==> src/rtl/sign_mag_convert_serial_if.sv <==
// Request/result bundle for the serial sign/magnitude converter.
// The requester uses the master modport; the converter uses the slave modport.
interface sign_mag_convert_serial_if #(
  parameter int unsigned WIDTH = 16
);
  logic             start;
  logic             mode;
  logic             sign_in;
  logic [WIDTH-1:0] din;
  logic             busy;
  logic             done;
  logic             sign;
  logic [WIDTH-1:0] dout;
  logic             ovf;

  modport master (
    output start, mode, sign_in, din,
    input  busy, done, sign, dout, ovf
  );

  modport slave (
    input  start, mode, sign_in, din,
    output busy, done, sign, dout, ovf
  );
endinterface

==> src/rtl/sign_mag_convert_serial.sv <==
// Multi-cycle sign/magnitude <-> two's complement converter.
// mode 0: two's complement -> sign + magnitude; mode 1: sign + magnitude -> two's complement.
// The negation (~x + 1) is computed CHUNK bits per cycle, LSB chunk first,
// so every conversion takes WIDTH/CHUNK cycles in CONV, then one cycle in DONE.
// Optional feature macro: SM_CONV_SAT_EN -- saturate dout on mode-1 overflow.
module sign_mag_convert_serial #(
  parameter int unsigned WIDTH = 16,
  parameter int unsigned CHUNK = 4
) (
  input logic                  clk,
  input logic                  rst_n,
  sign_mag_convert_serial_if.slave bus
);

  localparam int unsigned N     = WIDTH / CHUNK;
  localparam int unsigned IDX_W = (N > 1) ? $clog2(N) : 1;
  localparam logic [WIDTH-1:0] MSB_ONLY = {1'b1, {(WIDTH-1){1'b0}}};
`ifdef SM_CONV_SAT_EN
  localparam logic [WIDTH-1:0] MAX_POS  = {1'b0, {(WIDTH-1){1'b1}}};
`endif

  generate
    if (WIDTH % CHUNK != 0) begin : g_bad_chunk
      $error("sign_mag_convert_serial: WIDTH must be a multiple of CHUNK");
    end
    if (WIDTH < 4) begin : g_bad_width
      $error("sign_mag_convert_serial: WIDTH must be at least 4");
    end
  endgenerate

  typedef enum logic [1:0] {
    IDLE = 2'd0,
    CONV = 2'd1,
    DONE = 2'd2
  } state_t;

  state_t           state_q;
  logic [WIDTH-1:0] din_q;
  logic             mode_q;
  logic             sign_in_q;
  logic [WIDTH-1:0] neg_q;
  logic             carry_q;
  logic [IDX_W-1:0] idx_q;
  logic [WIDTH-1:0] dout_q;
  logic             sign_q;
  logic             ovf_q;

  logic [CHUNK-1:0] x_chunk;
  logic [CHUNK:0]   chunk_sum;
  logic [WIDTH-1:0] neg_full;
  logic             last_chunk;
  logic             neg_res;
  logic [WIDTH-1:0] res_dout;
  logic             res_sign;
  logic             res_ovf;

  // One chunk of ~x + carry; neg_full already includes the chunk being
  // produced this cycle, so the final edge can register a complete result.
  always_comb begin
    x_chunk    = din_q[idx_q*CHUNK +: CHUNK];
    chunk_sum  = {1'b0, ~x_chunk} + (CHUNK+1)'(carry_q);
    neg_full   = neg_q;
    neg_full[idx_q*CHUNK +: CHUNK] = chunk_sum[CHUNK-1:0];
    last_chunk = (idx_q == IDX_W'(N - 1));
  end

  // Result selection for both modes, including overflow and optional saturation.
  always_comb begin
    neg_res  = 1'b0;
    res_dout = din_q;
    res_sign = 1'b0;
    res_ovf  = 1'b0;
    if (!mode_q) begin
      res_sign = din_q[WIDTH-1];
      res_dout = din_q[WIDTH-1] ? neg_full : din_q;
    end else begin
      neg_res  = sign_in_q && (din_q != '0);
      res_sign = neg_res;
      res_dout = neg_res ? neg_full : din_q;
      res_ovf  = (neg_res && (din_q > MSB_ONLY)) ||
                 (!sign_in_q && (din_q >= MSB_ONLY));
`ifdef SM_CONV_SAT_EN
      if (res_ovf) begin
        res_dout = neg_res ? MSB_ONLY : MAX_POS;
      end
`endif
    end
  end

  // Control FSM, operand latch, chunk carry chain and result registers.
  always_ff @(posedge clk or negedge rst_n) begin
    if (!rst_n) begin
      state_q   <= IDLE;
      din_q     <= '0;
      mode_q    <= 1'b0;
      sign_in_q <= 1'b0;
      neg_q     <= '0;
      carry_q   <= 1'b0;
      idx_q     <= '0;
      dout_q    <= '0;
      sign_q    <= 1'b0;
      ovf_q     <= 1'b0;
    end else begin
      case (state_q)
        IDLE, DONE: begin
          if (bus.start) begin
            din_q     <= bus.din;
            mode_q    <= bus.mode;
            sign_in_q <= bus.sign_in;
            neg_q     <= '0;
            carry_q   <= 1'b1;
            idx_q     <= '0;
            state_q   <= CONV;
          end else begin
            state_q   <= IDLE;
          end
        end
        CONV: begin
          neg_q   <= neg_full;
          carry_q <= chunk_sum[CHUNK];
          idx_q   <= idx_q + IDX_W'(1);
          if (last_chunk) begin
            dout_q  <= res_dout;
            sign_q  <= res_sign;
            ovf_q   <= res_ovf;
            state_q <= DONE;
          end
        end
        default: state_q <= IDLE;
      endcase
    end
  end

  assign bus.busy = (state_q == CONV);
  assign bus.done = (state_q == DONE);
  assign bus.dout = dout_q;
  assign bus.sign = sign_q;
  assign bus.ovf  = ovf_q;

endmodule

==> src/flat_wrapper.sv <==
// flat-port wrapper written by rule: the top's interface ports become plain ports
module sign_mag_convert_serial_flat 
#(
  parameter int unsigned WIDTH = 16,
  parameter int unsigned CHUNK = 4
)
  (clk, rst_n, bus_start, bus_mode, bus_sign_in, bus_din, bus_busy, bus_done, bus_sign, bus_dout, bus_ovf);
  sign_mag_convert_serial_if #(.WIDTH(WIDTH)) bus_i ();
  input logic clk;
  input logic rst_n;
  input wire logic [$bits(bus_i.start)-1:0] bus_start;
  input wire logic [$bits(bus_i.mode)-1:0] bus_mode;
  input wire logic [$bits(bus_i.sign_in)-1:0] bus_sign_in;
  input wire logic [$bits(bus_i.din)-1:0] bus_din;
  output wire logic [$bits(bus_i.busy)-1:0] bus_busy;
  output wire logic [$bits(bus_i.done)-1:0] bus_done;
  output wire logic [$bits(bus_i.sign)-1:0] bus_sign;
  output wire logic [$bits(bus_i.dout)-1:0] bus_dout;
  output wire logic [$bits(bus_i.ovf)-1:0] bus_ovf;
  assign bus_i.start = bus_start;
  assign bus_i.mode = bus_mode;
  assign bus_i.sign_in = bus_sign_in;
  assign bus_i.din = bus_din;
  assign bus_busy = bus_i.busy;
  assign bus_done = bus_i.done;
  assign bus_sign = bus_i.sign;
  assign bus_dout = bus_i.dout;
  assign bus_ovf = bus_i.ovf;
  sign_mag_convert_serial #(.WIDTH(WIDTH), .CHUNK(CHUNK)) u_core (.clk(clk), .rst_n(rst_n), .bus(bus_i));
endmodule
==> config.mk <==
export PLATFORM = sky130hd
export DESIGN_NAME = sign_mag_convert_serial_flat
export DESIGN_NICKNAME = d
export VERILOG_FILES = /design/src/rtl/sign_mag_convert_serial_if.sv /design/src/rtl/sign_mag_convert_serial.sv /design/src/flat_wrapper.sv
export SDC_FILE = /design/constraint.sdc
export NUM_CORES = 1
export LEC_CHECK = 0
export CAP_MARGIN = 20
export CORE_MARGIN = 4
export CORE_UTILIZATION = 57
export DETAILED_ROUTE_END_ITERATION = 16
export DONT_BUFFER_PORTS = 1
export PLACE_DENSITY = 0.83
export RECOVER_POWER = 100
export SETUP_SLACK_MARGIN = 0.5
export SLEW_MARGIN = 0
export SYNTH_ARGS = -nofsm -noshare
export SYNTH_HDL_FRONTEND = slang
export SYNTH_SLANG_ARGS = --single-unit
==> constraint.sdc <==
create_clock -name clk -period 2.1 [get_ports clk]
set_clock_uncertainty 0.05 [all_clocks]
set_input_delay 0.105 -clock clk [delete_from_list [all_inputs] [get_ports clk]]
set_output_delay 0.105 -clock clk [all_outputs]
set_load 0.01 [all_outputs]
=== Word-level counts from Yosys, hierarchy flattened ===
Index checks and enable logic that the tools add are counted.

* Flip-flop bits (word level): 57
* Bits of input ports: 21
* Word-level logic and storage cells: 51

* $lt $le $gt $ge: 2
* Eq/ne operators: 5
* $add $sub $neg: 3
* Shift operators: 3
* Multiplexer cells: 15
* Bitwise logic cells: 1
* Reduce and logical (&&, ||, !) cells: 12

{| class="wikitable"
|+ Operators with widths
! kind !! number
|-
| 16-bit two-way mux || 4
|-
| 4-bit negator with 34-bit output || 1
|-
| 4-bit by 34-bit variable shift with 16-bit output (first input constant) || 1
|-
| 4-bit by 34-bit indexed part select with 16-bit output || 1
|-
| 16-bit one-hot mux with 2 select lines || 1
|-
| 16-bit bitwise mux || 1
|-
| 16-bit greater-or-equal comparator (second input constant) || 1
|-
| 16-bit > comparator (second input constant) || 1
|-
| 16-bit nonzero test || 1
|-
| 16-bit by 5-bit indexed part select with 4-bit output || 1
|-
| 2-bit one-hot mux with 2 select lines || 2
|-
| 2-bit AND reduction || 3
|-
| 4-bit by 1-bit adder with 5-bit output || 1
|-
| 2-bit equality test (second input constant) || 2
|-
| 1-bit two-way mux || 4
|-
| 2-bit two-way mux || 2
|-
| 4-bit inverter || 1
|-
| 1-bit logical AND || 3
|-
| 2-bit by 1-bit adder with 2-bit output (second input constant) || 1
|-
| 2-bit by 1-bit equality test with 1-bit output (second input constant) || 1
|-
| 2-bit zero test || 1
|-
| 2-bit by 1-bit inequality test with 1-bit output (second input constant) || 1
|-
| 2-bit inequality test (second input constant) || 1
|-
| 1-bit one-hot mux with 2 select lines || 1
|-
| other kinds (4) || 4
|}

=== Longest topological paths before layout ===
* Depth after elaboration: 7
* Depth in mapped cells: 9

=== Least setup slack after synthesis ===
Ideal clock, no wire load.

* Path kind: register to register
* Start: register u_core.idx_q[0]
* End: register u_core.dout_q[2] (netlist: u_core.bus.dout[2])
* Path buffers: 1
* Required time: 1958 ps
* Setup time: 92 ps
* Stages on the path, launching flop included: 8
* Period minus slack after synthesis: 2185 ps
* Slack: -85 ps
* Data arrival time: 2043 ps
* Path through: dfrtp_1 -> buf_6 -> inv_1 -> ha_1 -> nor4b_1 -> a22oi_1 -> nor2b_1 -> o31ai_2

* Longest elaborated chain between the ends: 7
* Elaborated cells on any way between the ends: 12
* Classes of those cells: 2 x add/sub; 1 x eq/ne; 3 x shift; 4 x mux; 1 x bitwise; 1 x reduce/logical

{| class="wikitable"
|+ RTL lines
! item !! RTL line !! source
|-
| start, declared || sign_mag_convert_serial.sv:43 || <nowiki>logic [IDX_W-1:0] idx_q;</nowiki>
|-
| start signal, assigned || sign_mag_convert_serial.sv:121 || <nowiki>idx_q <= idx_q + IDX_W'(1);</nowiki>
|-
| 16-bit by 5-bit indexed part select with 4-bit output || sign_mag_convert_serial.sv:60 || <nowiki>x_chunk = din_q[idx_q*CHUNK +: CHUNK];</nowiki>
|-
| 4-bit inverter || sign_mag_convert_serial.sv:61 || <nowiki>chunk_sum = {1'b0, ~x_chunk} + (CHUNK+1)'(carry_q);</nowiki>
|-
| 4-bit by 1-bit adder with 5-bit output || sign_mag_convert_serial.sv:61 ||
|-
| 4-bit by 34-bit indexed part select with 16-bit output || sign_mag_convert_serial.sv:63 || <nowiki>neg_full[idx_q*CHUNK +: CHUNK] = chunk_sum[CHUNK-1:0];</nowiki>
|-
| 16-bit bitwise mux || sign_mag_convert_serial.sv:63 ||
|-
| 16-bit two-way mux, on equally long branches || sign_mag_convert_serial.sv:75, sign_mag_convert_serial.sv:79 ||
|-
| 16-bit two-way mux || sign_mag_convert_serial.sv:73 || <nowiki>if (!mode_q) begin</nowiki>
|-
| end signal, assigned || sign_mag_convert_serial.sv:123 || <nowiki>dout_q <= res_dout;</nowiki>
|-
| end, declared || sign_mag_convert_serial.sv:44 || <nowiki>logic [WIDTH-1:0] dout_q;</nowiki>
|}

Several ways; a longest one is shown, not always the timed one.
A chain may end at the register's enable or synchronous reset.

=== Worst setup path after layout ===
* Start: register u_core.din_q[14]
* End: register u_core.dout_q[15] (netlist: u_core.bus.dout[15])

* Longest elaborated chain between the ends: 7
* Elaborated cells on any way between the ends: 10
* Classes of those cells: 1 x add/sub; 2 x shift; 4 x mux; 1 x bitwise; 2 x reduce/logical

{| class="wikitable"
|+ RTL lines
! item !! RTL line !! source
|-
| start, declared || sign_mag_convert_serial.sv:38 || <nowiki>logic [WIDTH-1:0] din_q;</nowiki>
|-
| start signal, assigned || sign_mag_convert_serial.sv:107 || <nowiki>din_q <= bus.din;</nowiki>
|-
| 16-bit by 5-bit indexed part select with 4-bit output || sign_mag_convert_serial.sv:60 ||
|-
| 4-bit inverter || sign_mag_convert_serial.sv:61 ||
|-
| 4-bit by 1-bit adder with 5-bit output || sign_mag_convert_serial.sv:61 ||
|-
| 4-bit by 34-bit indexed part select with 16-bit output || sign_mag_convert_serial.sv:63 ||
|-
| 16-bit bitwise mux || sign_mag_convert_serial.sv:63 ||
|-
| 16-bit two-way mux, on equally long branches || sign_mag_convert_serial.sv:75, sign_mag_convert_serial.sv:79 ||
|-
| 16-bit two-way mux (*) || sign_mag_convert_serial.sv:73 ||
|}

Every way passes the cells marked *; elsewhere a longest branch is shown, timed or not.

==> run_results.csv <==
group,metric,value,unit
synth,yosysTopAreaCell,"dfrtp_1",
synth,yosysWarningCount,0,
timing,slew_headroom,9.08,%
cts,cts.root.buffer_cell,"clkbuf_8",
cells_and_area,layout.nets,371,
setup_path,timing_worst_setup_path_type,"reg -> reg",
synth,synth-seq-cells,57,
timing,rsz0062_at_grt,"true",
setup_path,worst_ep_required_time,2.26,ns
timing,setup_viol_count_final,20,
drt,drt_iter0_markers,358,
timing,achievable-frequency,442,MHz
cells_and_area,layout-drive-gt1-share,36.4,%
timing,tightest_slew,1.36,ns
synth,synth_top_cells_by_area,"dfrtp_1, nand2_1, a22o_1",
die,floorplan.initialDensity,59.4,%
placement,port_buffers,0,
synth,top_ff_cell_synth,"dfrtp_1",
setup_path,worstPathArrival,2.42,ns
timing,period_minus_slack,2.26,ns
die,die_w,78.4,um
pwr,max-vdd-ir-drop,0.00106,V
pwr,power_switching_share,44.8,%
placement,dpl-instance-area,3140,um2
run,max_cap_viol_count,0,
cells_and_area,final_core_utilization,84.2,%
run_status,violations,"setup timing",
drt,drt.antenna.violating_nets,0,
die,design.die.area,6150,um2
drt,number_of_remaining_drc_errors,0,
worst_hold_path,min-delay-path-class,"in -> reg",
drt,drt_first_pass_iters,5,
pwr,comb_power_share,58.4,%
cells_and_area,final_cell_area,4000,um2
cts,clk_pin_slew,0.07,ns
setup_path,cp_max_fo,3,
pwr,power_density,1900,nW/um2
grt,grt_pass1_wl,13.8,mm
synth,synth_area_per_cell,10.2,um2
pwr,p_switching,0.00340,W
pwr,clock_network_fraction_of_total_power,11.8,%
drt,via_per_inst,6.62,
cts,cts_inserted_buffers,9,
pwr,power.sequential.fraction,29.9,%
drt,route.detailed.wl_per_inst,25.0,um
die,die_height,78.4,um
synth,ys_seq_area_share,50.5,%
cts,cts.sink_count,57,
synth,yosys.cell_types.count,35,
cts,clock_tree.htree_level_count,3,
timing,hold_viol_final,0,
cts,cts_tree,"done",
cts,clock_tree.buffer_depth,2,
grt,grtUsageTotal,30.9,%
setup_path,setup.worst_path.end_class,"register",
drt,finalWirelength,10.3,mm
synth,number_of_flops_mapped_to_enable_cells_by_yosys,0,
timing,slew_violations,0,
grt,grt_start_max_net_pins,58,
timing,fin_crit_sh,108,%
grt,global_route.overflow_total,0,
cells_and_area,syn2layout_area_growth,41.6,%
cts,clk-insertion-delay-late,0.35,ns
grt,antenna_found_initial,0,
synth,synth_area,2830,um2
run_status,result_of_the_run,"complete, but fails checks",
grt,first_global_vias,2615,
synth,syn_nets,306,
synth,synth.top_cell.area_share,50.5,%
placement,detailed_place_hpwl,5.14,mm
placement,post-place-ws,-0.00689,ns
cells_and_area,layout.cells.most_common_list,"nand2_1, dfrtp_1, buf_4",
pwr,internal-power,0.00418,W
pwr,p_leak,1.80,nW
die,top_level_ports,41,
synth,postSynth.asyncResetShare,100,%
setup_path,timing.critical_path.from_type,"register",
placement,place_congestion,0.964,
die,num_rows,25,
synth,synth_cells,277,
drt,vias,2736,
die,coreArea,4750,um2
timing,post_route_setup_slack,-0.161,ns
cells_and_area,layout_commonest_cell,"nand2_1",
cells_and_area,insertedDiodeCount,0,
logic make-up after synthesis:
family                     after synthesis  synth area share, %
AOI/OAI and AO/OA                       58                 15.2
xor gates and xnor gates                 2                 1.15
adders and majority gates                8                 3.54
buffers and inverters                   27                 4.12
DFF                                     57                 50.5
muxes                                   14                 7.22
and+or+nand+nor                        111                 18.3
synthesized netlist by cell type (3+ instances only):
library cell,instances
a22o_1,17
dfrtp_1,57
o31ai_2,3
mux4_2,4
o211ai_1,3
nor2_1,5
a22oi_2,3
nand2b_1,3
nor2b_1,8
o21ai_1,11
ha_1,8
nand2_1,76
a22oi_1,5
inv_1,13
nor4_1,5
clkbuf_1,11
nand3_1,4
o21ai_0,11
mux2i_1,8
path summary, 6_finish.rpt:
kind / start / to / slack (ns) / depth (start not counted)
worst max-delay path: u_core.din_q[14] / u_core.bus.dout[15] / -0.16 / 6
worst min-delay path: bus_start / u_core.din_q[4] / 0.29 / 3
worst max register to register: u_core.din_q[14] / u_core.bus.dout[15] / -0.16 / 6
worst min register to register: u_core.neg_q[6] / u_core.neg_q[6] / 0.48 / 1
max in group asynchronous: rst_n / u_core.din_q[7] / 0.48 / 2
min in group asynchronous: rst_n / u_core.bus.dout[2] / 0.60 / 2
flip-flops by register name (all words and copies together), names as in the netlist:
name / count
u_core.bus.dout: 16
u_core.bus.ovf: 1
u_core.bus.sign: 1
u_core.carry_q: 1
u_core.din_q: 16
u_core.idx_q: 2
u_core.mode_q: 1
u_core.neg_q: 16
u_core.sign_in_q: 1
u_core.state_q: 2
power by group through the flow:
| stage | clock (W) | combinational, W | sequential [W] |
|---|---|---|---|
| floorplan | 0 | 0.00218 | 0.00196 |
| global placement | 0 | 0.00287 | 0.00210 |
| detailed placement | 0 | 0.00295 | 0.00212 |
| CTS | 0.000891 | 0.00350 | 0.00217 |
| global route | 0.000944 | 0.00466 | 0.00230 |
| finish | 0.000891 | 0.00443 | 0.00227 |
timing repair:
action,4_1_cts,5_1_grt
pin swaps,4,20
cloned,1,2
buffers inserted,9,12
endpoints found under the setup margin,35,35
hold buffers,20,0
hold endpoints to repair,75,0
gates resized for setup,28,39
area by class of cell:
class / count / area (um2)
multi-input combinational: 193 / 1610
sequential: 57 / 1440
fill: 222 / 753
timing repair buffer: 67 / 647
clock buffer: 11 / 141
tap: 67 / 83.8
inverter: 14 / 57.6
clock inverter: 4 / 20.0
worst max-delay path, stage by stage (launching register included):
cell	delay (ns)
dfrtp_2	0.45
nor4_4	0.38
a41oi_2	0.29
buf_4	0.21
buf_4	0.13
a211oi_1	0.52
nor3_2	0.10
routing by layer:
layer | track usage, % | vias up | wire [um]
li1 | - | 1094 | -
met1 | 35.2 | 1325 | 3540
met2 | 49.5 | 232 | 4880
met3 | 9.86 | 85 | 966
met4 | 21.3 | 0 | 927
met5 | 0 | - | 0
through the flow:
step	setup TNS [ns]	std cells	total power, W	hold slack, ns
final	-0.945	413	0.00758	0.290
after global routing	-2.25	413	0.00790	0.346
after CTS	0	399	0.00656	0.180
after detailed placement	-0.00689	354	0.00507	-0.239
after global placement	0	354	0.00497	-0.239
after floorplan	0	277	0.00414	-0.241
(Power assumes the default switching activity.)
